File: src/rtl/mem_wb_stage_if.sv
// MEM/WB stage bundle: upstream stage inputs and
// writeback/trap/instret outputs.
interface mem_wb_stage_if #(
  parameter int XLEN = 32
);
  logic            i_valid;
  logic [31:0]     i_inst;
  logic [XLEN-1:0] i_pc;
  logic [XLEN-1:0] i_alu_res;
  logic [XLEN-1:0] i_mem_rd;
  logic [XLEN-1:0] i_mem_addr;
  logic [XLEN-1:0] i_csr_rdata;
  logic [1:0]      i_wb_sel;
  logic [4:0]      i_rd_addr;
  logic            i_reg_wr;
  logic            i_ex_ld_addr;
  logic            i_ex_st_addr;
  logic            i_mem_stall;
  logic            i_flush;
  logic            i_trap_ack;
  logic            i_instret_wr_lo;
  logic            i_instret_wr_hi;
  logic [XLEN-1:0] i_csr_wdata;

  logic            o_valid;
  logic            o_reg_wr;
  logic [4:0]      o_rd_addr;
  logic [XLEN-1:0] o_rd_data;
  logic [31:0]     o_inst;
  logic            o_exc;
  logic [3:0]      o_exc_cause;
  logic [XLEN-1:0] o_exc_pc;
  logic [XLEN-1:0] o_exc_tval;
  logic            o_trap_pending;
  logic [63:0]     o_instret;

  modport master (
    output i_valid, i_inst, i_pc, i_alu_res,
    output i_mem_rd, i_mem_addr, i_csr_rdata,
    output i_wb_sel, i_rd_addr, i_reg_wr,
    output i_ex_ld_addr, i_ex_st_addr,
    output i_mem_stall, i_flush, i_trap_ack,
    output i_instret_wr_lo, i_instret_wr_hi,
    output i_csr_wdata,
    input  o_valid, o_reg_wr, o_rd_addr,
    input  o_rd_data, o_inst, o_exc,
    input  o_exc_cause, o_exc_pc, o_exc_tval,
    input  o_trap_pending, o_instret
  );

  modport slave (
    input  i_valid, i_inst, i_pc, i_alu_res,
    input  i_mem_rd, i_mem_addr, i_csr_rdata,
    input  i_wb_sel, i_rd_addr, i_reg_wr,
    input  i_ex_ld_addr, i_ex_st_addr,
    input  i_mem_stall, i_flush, i_trap_ack,
    input  i_instret_wr_lo, i_instret_wr_hi,
    input  i_csr_wdata,
    output o_valid, o_reg_wr, o_rd_addr,
    output o_rd_data, o_inst, o_exc,
    output o_exc_cause, o_exc_pc, o_exc_tval,
    output o_trap_pending, o_instret
  );
endinterface

File: src/rtl/mem_wb_stage.sv
// MEM/WB pipeline register with misaligned-access
// trap capture and the 64-bit instret counter.
module mem_wb_stage (
  input logic           i_clk,
  input logic           i_rst,
  mem_wb_stage_if.slave bus
);
  localparam int XLEN = 32;

  typedef enum logic {RUN, TRAP} state_t;

  state_t          state;
  logic            valid_q;
  logic            reg_wr_q;
  logic [4:0]      rd_addr_q;
  logic [XLEN-1:0] rd_data_q;
  logic [31:0]     inst_q;
  logic            exc_q;
  logic [3:0]      cause_q;
  logic [XLEN-1:0] exc_pc_q;
  logic [XLEN-1:0] exc_tval_q;
  logic [63:0]     instret_q;

  logic            accept;
  logic            exc_in;
  logic            retire;
  logic [XLEN-1:0] wb_data;
  logic [63:0]     instret_inc;
  logic [63:0]     instret_nxt;

  // accept decode, writeback select, instret next value
  always_comb begin
    accept = bus.i_valid & ~bus.i_mem_stall
           & ~bus.i_flush & (state == RUN);
    exc_in = bus.i_ex_ld_addr | bus.i_ex_st_addr;
    retire = accept & ~exc_in;
    wb_data = bus.i_alu_res;
    unique case (bus.i_wb_sel)
      2'b00: wb_data = bus.i_alu_res;
      2'b01: wb_data = bus.i_mem_rd;
      2'b10: wb_data = bus.i_pc + 32'd4;
      2'b11: wb_data = bus.i_csr_rdata;
    endcase
    instret_inc = instret_q + {63'd0, retire};
    instret_nxt = instret_inc;
    if (bus.i_instret_wr_lo)
      instret_nxt[31:0] = bus.i_csr_wdata;
    if (bus.i_instret_wr_hi)
      instret_nxt[63:32] = bus.i_csr_wdata;
  end

  // stage registers and RUN/TRAP control
  always_ff @(posedge i_clk or posedge i_rst) begin
    if (i_rst) begin
      state      <= RUN;
      valid_q    <= 1'b0;
      reg_wr_q   <= 1'b0;
      rd_addr_q  <= '0;
      rd_data_q  <= '0;
      inst_q     <= '0;
      exc_q      <= 1'b0;
      cause_q    <= '0;
      exc_pc_q   <= '0;
      exc_tval_q <= '0;
      instret_q  <= '0;
    end else begin
      instret_q <= instret_nxt;
      unique case (state)
        RUN: begin
          if (accept && exc_in) begin
            valid_q    <= 1'b0;
            reg_wr_q   <= 1'b0;
            exc_q      <= 1'b1;
            cause_q    <= bus.i_ex_ld_addr ? 4'd4 : 4'd6;
            exc_pc_q   <= bus.i_pc;
            exc_tval_q <= bus.i_mem_addr;
            state      <= TRAP;
          end else if (accept) begin
            valid_q   <= 1'b1;
            reg_wr_q  <= bus.i_reg_wr
                       & (bus.i_rd_addr != 5'd0);
            rd_addr_q <= bus.i_rd_addr;
            rd_data_q <= wb_data;
            inst_q    <= bus.i_inst;
          end else begin
            valid_q  <= 1'b0;
            reg_wr_q <= 1'b0;
          end
        end
        TRAP: begin
          valid_q  <= 1'b0;
          reg_wr_q <= 1'b0;
          if (bus.i_trap_ack) begin
            exc_q <= 1'b0;
            state <= RUN;
          end
        end
      endcase
    end
  end

  assign bus.o_valid        = valid_q;
  assign bus.o_reg_wr       = reg_wr_q;
  assign bus.o_rd_addr      = rd_addr_q;
  assign bus.o_rd_data      = rd_data_q;
  assign bus.o_inst         = inst_q;
  assign bus.o_exc          = exc_q;
  assign bus.o_exc_cause    = cause_q;
  assign bus.o_exc_pc       = exc_pc_q;
  assign bus.o_exc_tval     = exc_tval_q;
  assign bus.o_instret      = instret_q;
  assign bus.o_trap_pending = (state == TRAP)
                            | (accept & exc_in);
endmodule

File: src/flat_wrapper.sv
// flat-port wrapper written by rule: the top's interface ports become plain ports
module mem_wb_stage_flat 
  (i_clk, i_rst, bus_i_valid, bus_i_inst, bus_i_pc, bus_i_alu_res, bus_i_mem_rd, bus_i_mem_addr, bus_i_csr_rdata, bus_i_wb_sel, bus_i_rd_addr, bus_i_reg_wr, bus_i_ex_ld_addr, bus_i_ex_st_addr, bus_i_mem_stall, bus_i_flush, bus_i_trap_ack, bus_i_instret_wr_lo, bus_i_instret_wr_hi, bus_i_csr_wdata, bus_o_valid, bus_o_reg_wr, bus_o_rd_addr, bus_o_rd_data, bus_o_inst, bus_o_exc, bus_o_exc_cause, bus_o_exc_pc, bus_o_exc_tval, bus_o_trap_pending, bus_o_instret);
  mem_wb_stage_if #(.XLEN(32)) bus_i ();
  input logic i_clk;
  input logic i_rst;
  input wire logic [$bits(bus_i.i_valid)-1:0] bus_i_valid;
  input wire logic [$bits(bus_i.i_inst)-1:0] bus_i_inst;
  input wire logic [$bits(bus_i.i_pc)-1:0] bus_i_pc;
  input wire logic [$bits(bus_i.i_alu_res)-1:0] bus_i_alu_res;
  input wire logic [$bits(bus_i.i_mem_rd)-1:0] bus_i_mem_rd;
  input wire logic [$bits(bus_i.i_mem_addr)-1:0] bus_i_mem_addr;
  input wire logic [$bits(bus_i.i_csr_rdata)-1:0] bus_i_csr_rdata;
  input wire logic [$bits(bus_i.i_wb_sel)-1:0] bus_i_wb_sel;
  input wire logic [$bits(bus_i.i_rd_addr)-1:0] bus_i_rd_addr;
  input wire logic [$bits(bus_i.i_reg_wr)-1:0] bus_i_reg_wr;
  input wire logic [$bits(bus_i.i_ex_ld_addr)-1:0] bus_i_ex_ld_addr;
  input wire logic [$bits(bus_i.i_ex_st_addr)-1:0] bus_i_ex_st_addr;
  input wire logic [$bits(bus_i.i_mem_stall)-1:0] bus_i_mem_stall;
  input wire logic [$bits(bus_i.i_flush)-1:0] bus_i_flush;
  input wire logic [$bits(bus_i.i_trap_ack)-1:0] bus_i_trap_ack;
  input wire logic [$bits(bus_i.i_instret_wr_lo)-1:0] bus_i_instret_wr_lo;
  input wire logic [$bits(bus_i.i_instret_wr_hi)-1:0] bus_i_instret_wr_hi;
  input wire logic [$bits(bus_i.i_csr_wdata)-1:0] bus_i_csr_wdata;
  output wire logic [$bits(bus_i.o_valid)-1:0] bus_o_valid;
  output wire logic [$bits(bus_i.o_reg_wr)-1:0] bus_o_reg_wr;
  output wire logic [$bits(bus_i.o_rd_addr)-1:0] bus_o_rd_addr;
  output wire logic [$bits(bus_i.o_rd_data)-1:0] bus_o_rd_data;
  output wire logic [$bits(bus_i.o_inst)-1:0] bus_o_inst;
  output wire logic [$bits(bus_i.o_exc)-1:0] bus_o_exc;
  output wire logic [$bits(bus_i.o_exc_cause)-1:0] bus_o_exc_cause;
  output wire logic [$bits(bus_i.o_exc_pc)-1:0] bus_o_exc_pc;
  output wire logic [$bits(bus_i.o_exc_tval)-1:0] bus_o_exc_tval;
  output wire logic [$bits(bus_i.o_trap_pending)-1:0] bus_o_trap_pending;
  output wire logic [$bits(bus_i.o_instret)-1:0] bus_o_instret;
  assign bus_i.i_valid = bus_i_valid;
  assign bus_i.i_inst = bus_i_inst;
  assign bus_i.i_pc = bus_i_pc;
  assign bus_i.i_alu_res = bus_i_alu_res;
  assign bus_i.i_mem_rd = bus_i_mem_rd;
  assign bus_i.i_mem_addr = bus_i_mem_addr;
  assign bus_i.i_csr_rdata = bus_i_csr_rdata;
  assign bus_i.i_wb_sel = bus_i_wb_sel;
  assign bus_i.i_rd_addr = bus_i_rd_addr;
  assign bus_i.i_reg_wr = bus_i_reg_wr;
  assign bus_i.i_ex_ld_addr = bus_i_ex_ld_addr;
  assign bus_i.i_ex_st_addr = bus_i_ex_st_addr;
  assign bus_i.i_mem_stall = bus_i_mem_stall;
  assign bus_i.i_flush = bus_i_flush;
  assign bus_i.i_trap_ack = bus_i_trap_ack;
  assign bus_i.i_instret_wr_lo = bus_i_instret_wr_lo;
  assign bus_i.i_instret_wr_hi = bus_i_instret_wr_hi;
  assign bus_i.i_csr_wdata = bus_i_csr_wdata;
  assign bus_o_valid = bus_i.o_valid;
  assign bus_o_reg_wr = bus_i.o_reg_wr;
  assign bus_o_rd_addr = bus_i.o_rd_addr;
  assign bus_o_rd_data = bus_i.o_rd_data;
  assign bus_o_inst = bus_i.o_inst;
  assign bus_o_exc = bus_i.o_exc;
  assign bus_o_exc_cause = bus_i.o_exc_cause;
  assign bus_o_exc_pc = bus_i.o_exc_pc;
  assign bus_o_exc_tval = bus_i.o_exc_tval;
  assign bus_o_trap_pending = bus_i.o_trap_pending;
  assign bus_o_instret = bus_i.o_instret;
  mem_wb_stage u_core (.i_clk(i_clk), .i_rst(i_rst), .bus(bus_i));
endmodule
File: config.mk
export PLATFORM = sky130hd
export DESIGN_NAME = mem_wb_stage_flat
export DESIGN_NICKNAME = d
export VERILOG_FILES = /design/src/rtl/mem_wb_stage_if.sv /design/src/rtl/mem_wb_stage.sv /design/src/flat_wrapper.sv
export SDC_FILE = /design/constraint.sdc
export NUM_CORES = 1
export LEC_CHECK = 0
export ABC_AREA = 1
export CORE_AREA = 2 2 172 174
export CTS_BUF_LIST = sky130_fd_sc_hd__clkbuf_4 sky130_fd_sc_hd__clkbuf_8
export CTS_CLUSTER_DIAMETER = 120
export DETAILED_ROUTE_END_ITERATION = 16
export DIE_AREA = 0 0 174 176
export PLACE_DENSITY = 0.83
export SYNTH_ARGS = -nofsm -noshare
export SYNTH_HDL_FRONTEND = slang
export SYNTH_SLANG_ARGS = --single-unit
File: constraint.sdc
create_clock -name i_clk -period 12.4 [get_ports i_clk]
set_input_delay 2.48 -clock i_clk [delete_from_list [all_inputs] [get_ports i_clk]]
set_output_delay 2.48 -clock i_clk [all_outputs]
set_load 0.02 [all_outputs]
==> key figures, run 1 <==
Power and ir drop
  – Register share of total power: 36.9%
  – Switching power: 0.791 mW
  – Switching share of power: 33.1%
  – Power density cells: 141 nW/um^2
  – Comb power frac: 31.6%
  – Largest vdd supply drop: 0.104 mV
  – Leak: 7.65 nW
  – Clock share of power: 31.5%
  – Pint: 1.60 mW

Worst setup path
  – Crit. End Element: output port
  – CP startpoint kind: input port
  – Worst EP arrival: 4.05 ns
  – Crit path kind: in2out
  – CP Max Fanout: 2
  – Critical Path RT: 9.92 ns

Clocking
  – Post-CTS Setup Inserts: 0
  – Hold Buf Count CTS: 0
  – Htree depth: 2
  – CTS root buf: clkbuf_8
  – CTS tree: built
  – Clock latency on the worst-skew pair: 0.54 ns
  – Clock Tree Buf Depth: 3
  – CTS Buf Count: 38
  – CTS clock-pin slew for the worst setup and hold paths: 0.06 ns
  – Clock sink total: 203
  – Post-cts sizing count: 0

STA
  – Final worst path period need: 6.53 ns
  – Fin Setup TNS: 0 ns
  – Peak Freq: 153 MHz
  – Worst Tran Pin Value: 1.09 ns
  – Unrepaired setup endpoints after global routing: no
  – Slew margin rel.: 26.8%
  – Fin. max-slew vios: 0
  – Final setup violation count: 0
  – Period utilisation layout: 52.7%
  – Fin. Hold Viols: 0
  – Layout Skew: 0.0141 ns

Floorplanning
  – DIE WIDTH: 174 um
  – Die H: 176 um
  – Row count: 62
  – I/O Pins: 447
  – Initial core utilization: 39.6%
  – Die area: 30600 um^2
  – Total core area: 28500 um^2

Synthesis
  – Post-synth top area cell: dfrtp_1
  – Post-synthesis sequential area ratio: 44.9%
  – Seq cells post-synth: 203
  – Synth Flop Type: dfrtp_1
  – Async S/R FF share, synth: 100%
  – YS warnings: 0
  – Ranking of synthesized cells by area: dfrtp_1, nand2_1, nor2_1, mux2_2, o21ai_0
  – Synth top area share: 44.9%
  – Synthesized cell area: 11300 um^2
  – Post-synth EDFFs: 0
  – Top-count cell post-synth: nand2_1
  – Cell variety after synth: 41
  – Post-Syn Instances: 1570
  – Synth cell count leaders: nand2_1, nor2_1, dfrtp_1
  – Syn Area/Cell: 7.20 um^2

Run status
  – Status: finished clean

Global route
  – Vias in the first global route: 12100
  – All-Layer GR Usage: 31.1%
  – Initial antenna violation count: 1
  – Grt total ovfl: 0
  – Largest net degree at the start of global routing: 139
  – First-pass GRT wire length: 72.1 mm

Flow run
  – Maxcap violations: 0

Min path
  – HP Class: reg2reg

Route
  – Drt via density: 5.04
  – Number of antenna-violating nets in the routed design: 0
  – M1 WL: 18.0 mm
  – Drt drc: 0
  – Routed wl met3: 3.36 mm
  – Max Used Layer: met5
  – Drt wl/cell: 19.9 um
  – Met2 WL: 24.6 mm
  – Routed WL: 48.3 mm
  – First-pass DRT Iterations: 5
  – Vias: 12200
  – Starting DRT DRC Count: 924

Finish
  – Nets: 2257
  – Synth-to-Final Area Change: 50.0%
  – Antenna cells: 0
  – Share of cells above drive strength 1: 7.85%
  – Final core utilization: 59.4%

Placement
  – Port Buf Inserts: 444
  – Placer Congestion: 0.999
  – Hpwl dp: 38.2 mm
==> sequential cells by signal (all words and copies together), names as in the netlist, 2 cells and up <==
register	flops
u_core.bus.o_instret	64
u_core.bus.o_exc_pc	32
u_core.bus.o_exc_tval	32
u_core.bus.o_inst	32
u_core.bus.o_rd_data	32
u_core.bus.o_rd_addr	5
u_core.bus.o_exc_cause	2
==> cells in the final DEF (no fill, tap or decap), drive strengths merged, types with 3 or more instances in the layout <==
| cell type | n |
|---|---|
| a21oi | 10 |
| a221oi | 22 |
| a31oi | 3 |
| buf | 9 |
| bufinv | 3 |
| clkbuf | 62 |
| clkdlybuf4s50 | 444 |
| clkinv | 3 |
| dfrtp | 203 |
| ha | 3 |
| inv | 95 |
| mux2 | 37 |
| nand2 | 694 |
| nand3 | 61 |
| nand3b | 3 |
| nand4 | 18 |
| nor2 | 234 |
| o211ai | 3 |
| o21ai | 88 |
| o21bai | 5 |
| xnor2 | 10 |
| xor2 | 15 |
==> power by group through the flow <==
stage                     Sequential [mW]  Clock [mW]  Combinational (mW)
after floorplan                      1.02           0               0.179
after detailed placement            0.889           0               0.758
after global placement              0.883           0               0.749
final                               0.882       0.754               0.757
after global routing                0.895       0.790               0.799
after CTS                           0.879       0.763               0.762
==> stage by stage <==
stage               hold WS, ns  total power [mW]  area, um^2  setup WS, ns  instances
global placement          0.459              1.63       16100          5.90       2356
CTS                       0.481              2.40       17000          5.90       2422
finish                    0.478              2.39       17000          5.87       2422
floorplan                 0.511              1.20       11300          4.38       1571
detailed placement        0.464              1.65       16100          5.90       2356
global route              0.502              2.48       17000          5.80       2422
==> logic make-up (layout without fill, tap and decap cells) <==
kind of cell | Yosys count | count (layout) | share of synthesized area, %
AO/OA/AOI/OAI | 135 | 135 | 6.98
XOR/XNOR | 25 | 25 | 1.94
adder cells (fa/ha/maj) | 3 | 3 | 0.332
buffers and inverters | 150 | 617 | 5.41
flip-flops | 203 | 203 | 44.9
multiplexers | 37 | 37 | 3.68
other | 1 | 2 | 0.0332
AND/OR/NAND/NOR | 1016 | 1016 | 36.7
==> area by class of cell <==
cell class	count	area (um^2)
Fill cell	2591	11600
Multi-Input combinational cell	1218	5640
Sequential cell	203	5080
Timing Repair Buffer	453	4510
Clock buffer	62	778
Tap cell	384	480
Inverter	98	375
Clock inverter	4	97.6
==> layer usage <==
| layer | vias up | GRT usage, % |
|---|---|---|
| li1 | 5844 | - |
| met1 | 5716 | 35.1 |
| met2 | 516 | 56.9 |
| met3 | 120 | 6.37 |
| met4 | 2 | 13.7 |
| met5 | - | 0 |
==> worst max-delay path, cell delays in order <==
cell and delay [ns]:
clkdlybuf4s50_1 0.46, inv_1 0.05, nor2_1 0.21, nand3b_1 0.16, nand2_1 0.08, clkdlybuf4s50_1 0.61
==> path summary, 6_finish.rpt <==
check | startpoint | endpoint | slack [ns] | cells past startpoint
max | bus_i_valid | bus_o_trap_pending | 5.87 | 6
min | u_core.bus.o_rd_data[28] | u_core.bus.o_rd_data[28] | 0.48 | 2
max reg2reg | u_core.state | u_core.bus.o_instret[40] | 9.27 | 15
min reg2reg | u_core.bus.o_rd_data[28] | u_core.bus.o_rd_data[28] | 0.48 | 2
max in group asynchronous | i_rst | u_core.bus.o_inst[15] | 8.27 | 3
min in group asynchronous | i_rst | u_core.bus.o_exc_tval[5] | 2.56 | 2
No activity file was read; power rests on OpenSTA's default activity.
==> run 2: changes to the inputs <==
Clock period 12.4 ns to 6.3 ns, I/O delays scaled along.
==> key figures, run 2 (same netlist as run 1, synthesis figures left out) <==
Run status
  – Status: finished clean

Clocking
  – Clock sink total: 203 (unchanged)
  – CTS tree: built
  – Hold Buf Count CTS: 0 (unchanged)
  – Clock latency on the worst-skew pair: 0.56 ns (+0.02 ns)
  – CTS clock-pin slew for the worst setup and hold paths: 0.06 ns (about the same)
  – Clock Tree Buf Depth: 3 (unchanged)
  – Post-cts sizing count: 0 (unchanged)
  – CTS root buf: clkbuf_8
  – CTS Buf Count: 39 (+2.6%)
  – Htree depth: 2 (unchanged)
  – Post-CTS Setup Inserts: 0 (unchanged)

Floorplanning
  – Initial core utilization: 39.6% (unchanged)
  – I/O Pins: 447 (unchanged)
  – Row count: 62 (unchanged)
  – Die H: 176 um (unchanged)
  – Die area: 30600 um^2 (unchanged)
  – DIE WIDTH: 174 um (unchanged)
  – Total core area: 28500 um^2 (unchanged)

Global route
  – All-Layer GR Usage: 31.7% (+0.60 points)
  – Largest net degree at the start of global routing: 145 (+4.3%)
  – Initial antenna violation count: 7 (+6)
  – Vias in the first global route: 12300 (+1.8%)
  – Grt total ovfl: 0 (unchanged)
  – First-pass GRT wire length: 73.5 mm (+2.0%)

Placement
  – Hpwl dp: 38.7 mm (+1.4%)
  – Placer Congestion: 1.00 (+0.34%)
  – Placed cell count: 2357 (+0.042%)
  – Port Buf Inserts: 444 (unchanged)

Route
  – Number of antenna-violating nets in the routed design: 0 (unchanged)
  – Drt wl/cell: 20.2 um (+1.3%)
  – Vias: 12300 (+1.1%)
  – First-pass DRT Iterations: 6 (+1)
  – Routed WL: 49.0 mm (+1.5%)
  – Drt drc: 0 (unchanged)
  – Drt via density: 5.09 (+1.0%)
  – Starting DRT DRC Count: 1047 (+13%)

Worst setup path
  – Crit. End Element: flop
  – Reg2Reg Depth: 15 (unchanged)
  – CP startpoint kind: input port
  – CP Max Fanout: 44 (+42)
  – Crit path kind: in2reg
  – Critical Path RT: 6.72 ns (-3.20 ns)
  – Worst EP arrival: 4.49 ns (+0.44 ns)

Finish
  – Share of cells above drive strength 1: 7.85% (unchanged)
  – Max reg flops: 64 (unchanged)
  – Nets: 2259 (+0.089%)
  – Most frequent cells in the layout: nand2_1, clkdlybuf4s50_1, nor2_1, dfrtp_1, inv_1
  – Synth-to-Final Area Change: 49.8%
  – Final core utilization: 59.3% (-0.061 points)
  – Commonest non-fill, non-tap cell in the layout: nand2_1
  – Finished Layout Cells: 2425 (+0.12%)

Power and ir drop
  – Power density cells: 276 nW/um^2 (+95%)
  – Leak: 7.64 nW (-0.19%)
  – Largest vdd supply drop: 0.248 mV (+140%)
  – Power Total: 4.67 mW (+95%)

Flow run
  – Maxcap violations: 0 (unchanged)

STA
  – Period utilisation layout: 64.5%
  – Slew margin rel.: 34.1% (+7.3 points)
  – Layout Skew: 0.0296 ns (+0.0155 ns)
  – Final setup violation count: 0 (unchanged)
  – Unrepaired setup endpoints after global routing: no
  – Fin Setup TNS: 0 ns (unchanged)
  – Final worst path period need: 4.07 ns
  – Min Hold Slack: 0.478 ns (-0.000475 ns)
  – Peak Freq: 246 MHz
  – Fin. Hold Viols: 0 (unchanged)
  – Fin. max-slew vios: 0 (unchanged)
  – Worst Tran Pin Value: 0.989 ns (-0.105 ns)

Min path
  – HP Class: reg2reg
  – Hold path depth: 2 (unchanged)
## run 2: cell count changes in the layout (fill, tap and decap cells not counted)
cell	previous run	this run
clkbuf_8	50	46
clkinv_2	0	4
diode_2	0	3
clkbuf_4	12	10
buf_12	0	1
clkinvlp_4	1	2
inv_6	0	1
inv_8	1	0
## run 2: worst max-delay path, stage by stage
cell and delay (ns):
clkdlybuf4s50_1 0.45, inv_1 0.04, nor2_1 0.19, nand3_4 0.29, clkinv_1 0.10, buf_4 0.42, ha_1 0.36, ha_1 0.32
nand3_2 0.18, inv_2 0.18, nand2_4 0.09, nor2_4 0.17, nand2_1 0.12, inv_1 0.09, nand3b_1 0.08, nand3_1 0.07
nand2_1 0.05
## run 2: power by group
part | switching, mW | leakage, nW | internal (mW)
logic | 0.788 | 4.69 | 0.708
registers | 0.194 | 2.51 | 1.55
clock network | 0.594 | 0.439 | 0.843
## run 2: per-stage QoR
step,area [um^2],worst slack [ns]
2_1_floorplan,11300,2.41
3_3_place_gp,16100,1.78
3_5_place_dp,16100,1.71
4_1_cts,16900,2.27
5_1_grt,16900,1.91
6_report,16900,2.23
## run 2: cell type report
cell class | instances | area (um^2)
diodes | 3 | 7.51
repair buffers | 454 | 4530
fillers | 2630 | 11600
well taps | 384 | 480
clock inverters | 9 | 126
clock buffers | 56 | 708
inverters | 98 | 372
multi-input cells | 1218 | 5640
flip-flops and latches | 203 | 5080
## run 2: final timing paths
kind	slack (ns)	start	end
hold reg to reg	0.48	u_core.bus.o_inst[8]	u_core.bus.o_inst[8]
setup / recovery	2.23	bus_i_valid	u_core.bus.o_instret[40]
min in group asynchronous	1.29	i_rst	u_core.bus.o_exc_pc[28]
setup reg to reg	3.00	u_core.state	u_core.bus.o_instret[40]
max in group asynchronous	4.31	i_rst	u_core.bus.o_rd_data[18]
hold / removal	0.48	u_core.bus.o_inst[8]	u_core.bus.o_inst[8]
## run 2: layer usage
metal  vias to the layer above  track usage, %  share of wire [%]
met4                         8            16.9                6.0
li1                       5857               -                  -
met3                       151            7.86                8.0
met5                         -               0               0.11
met1                      5712            35.1                 36
met2                       608            56.3                 50
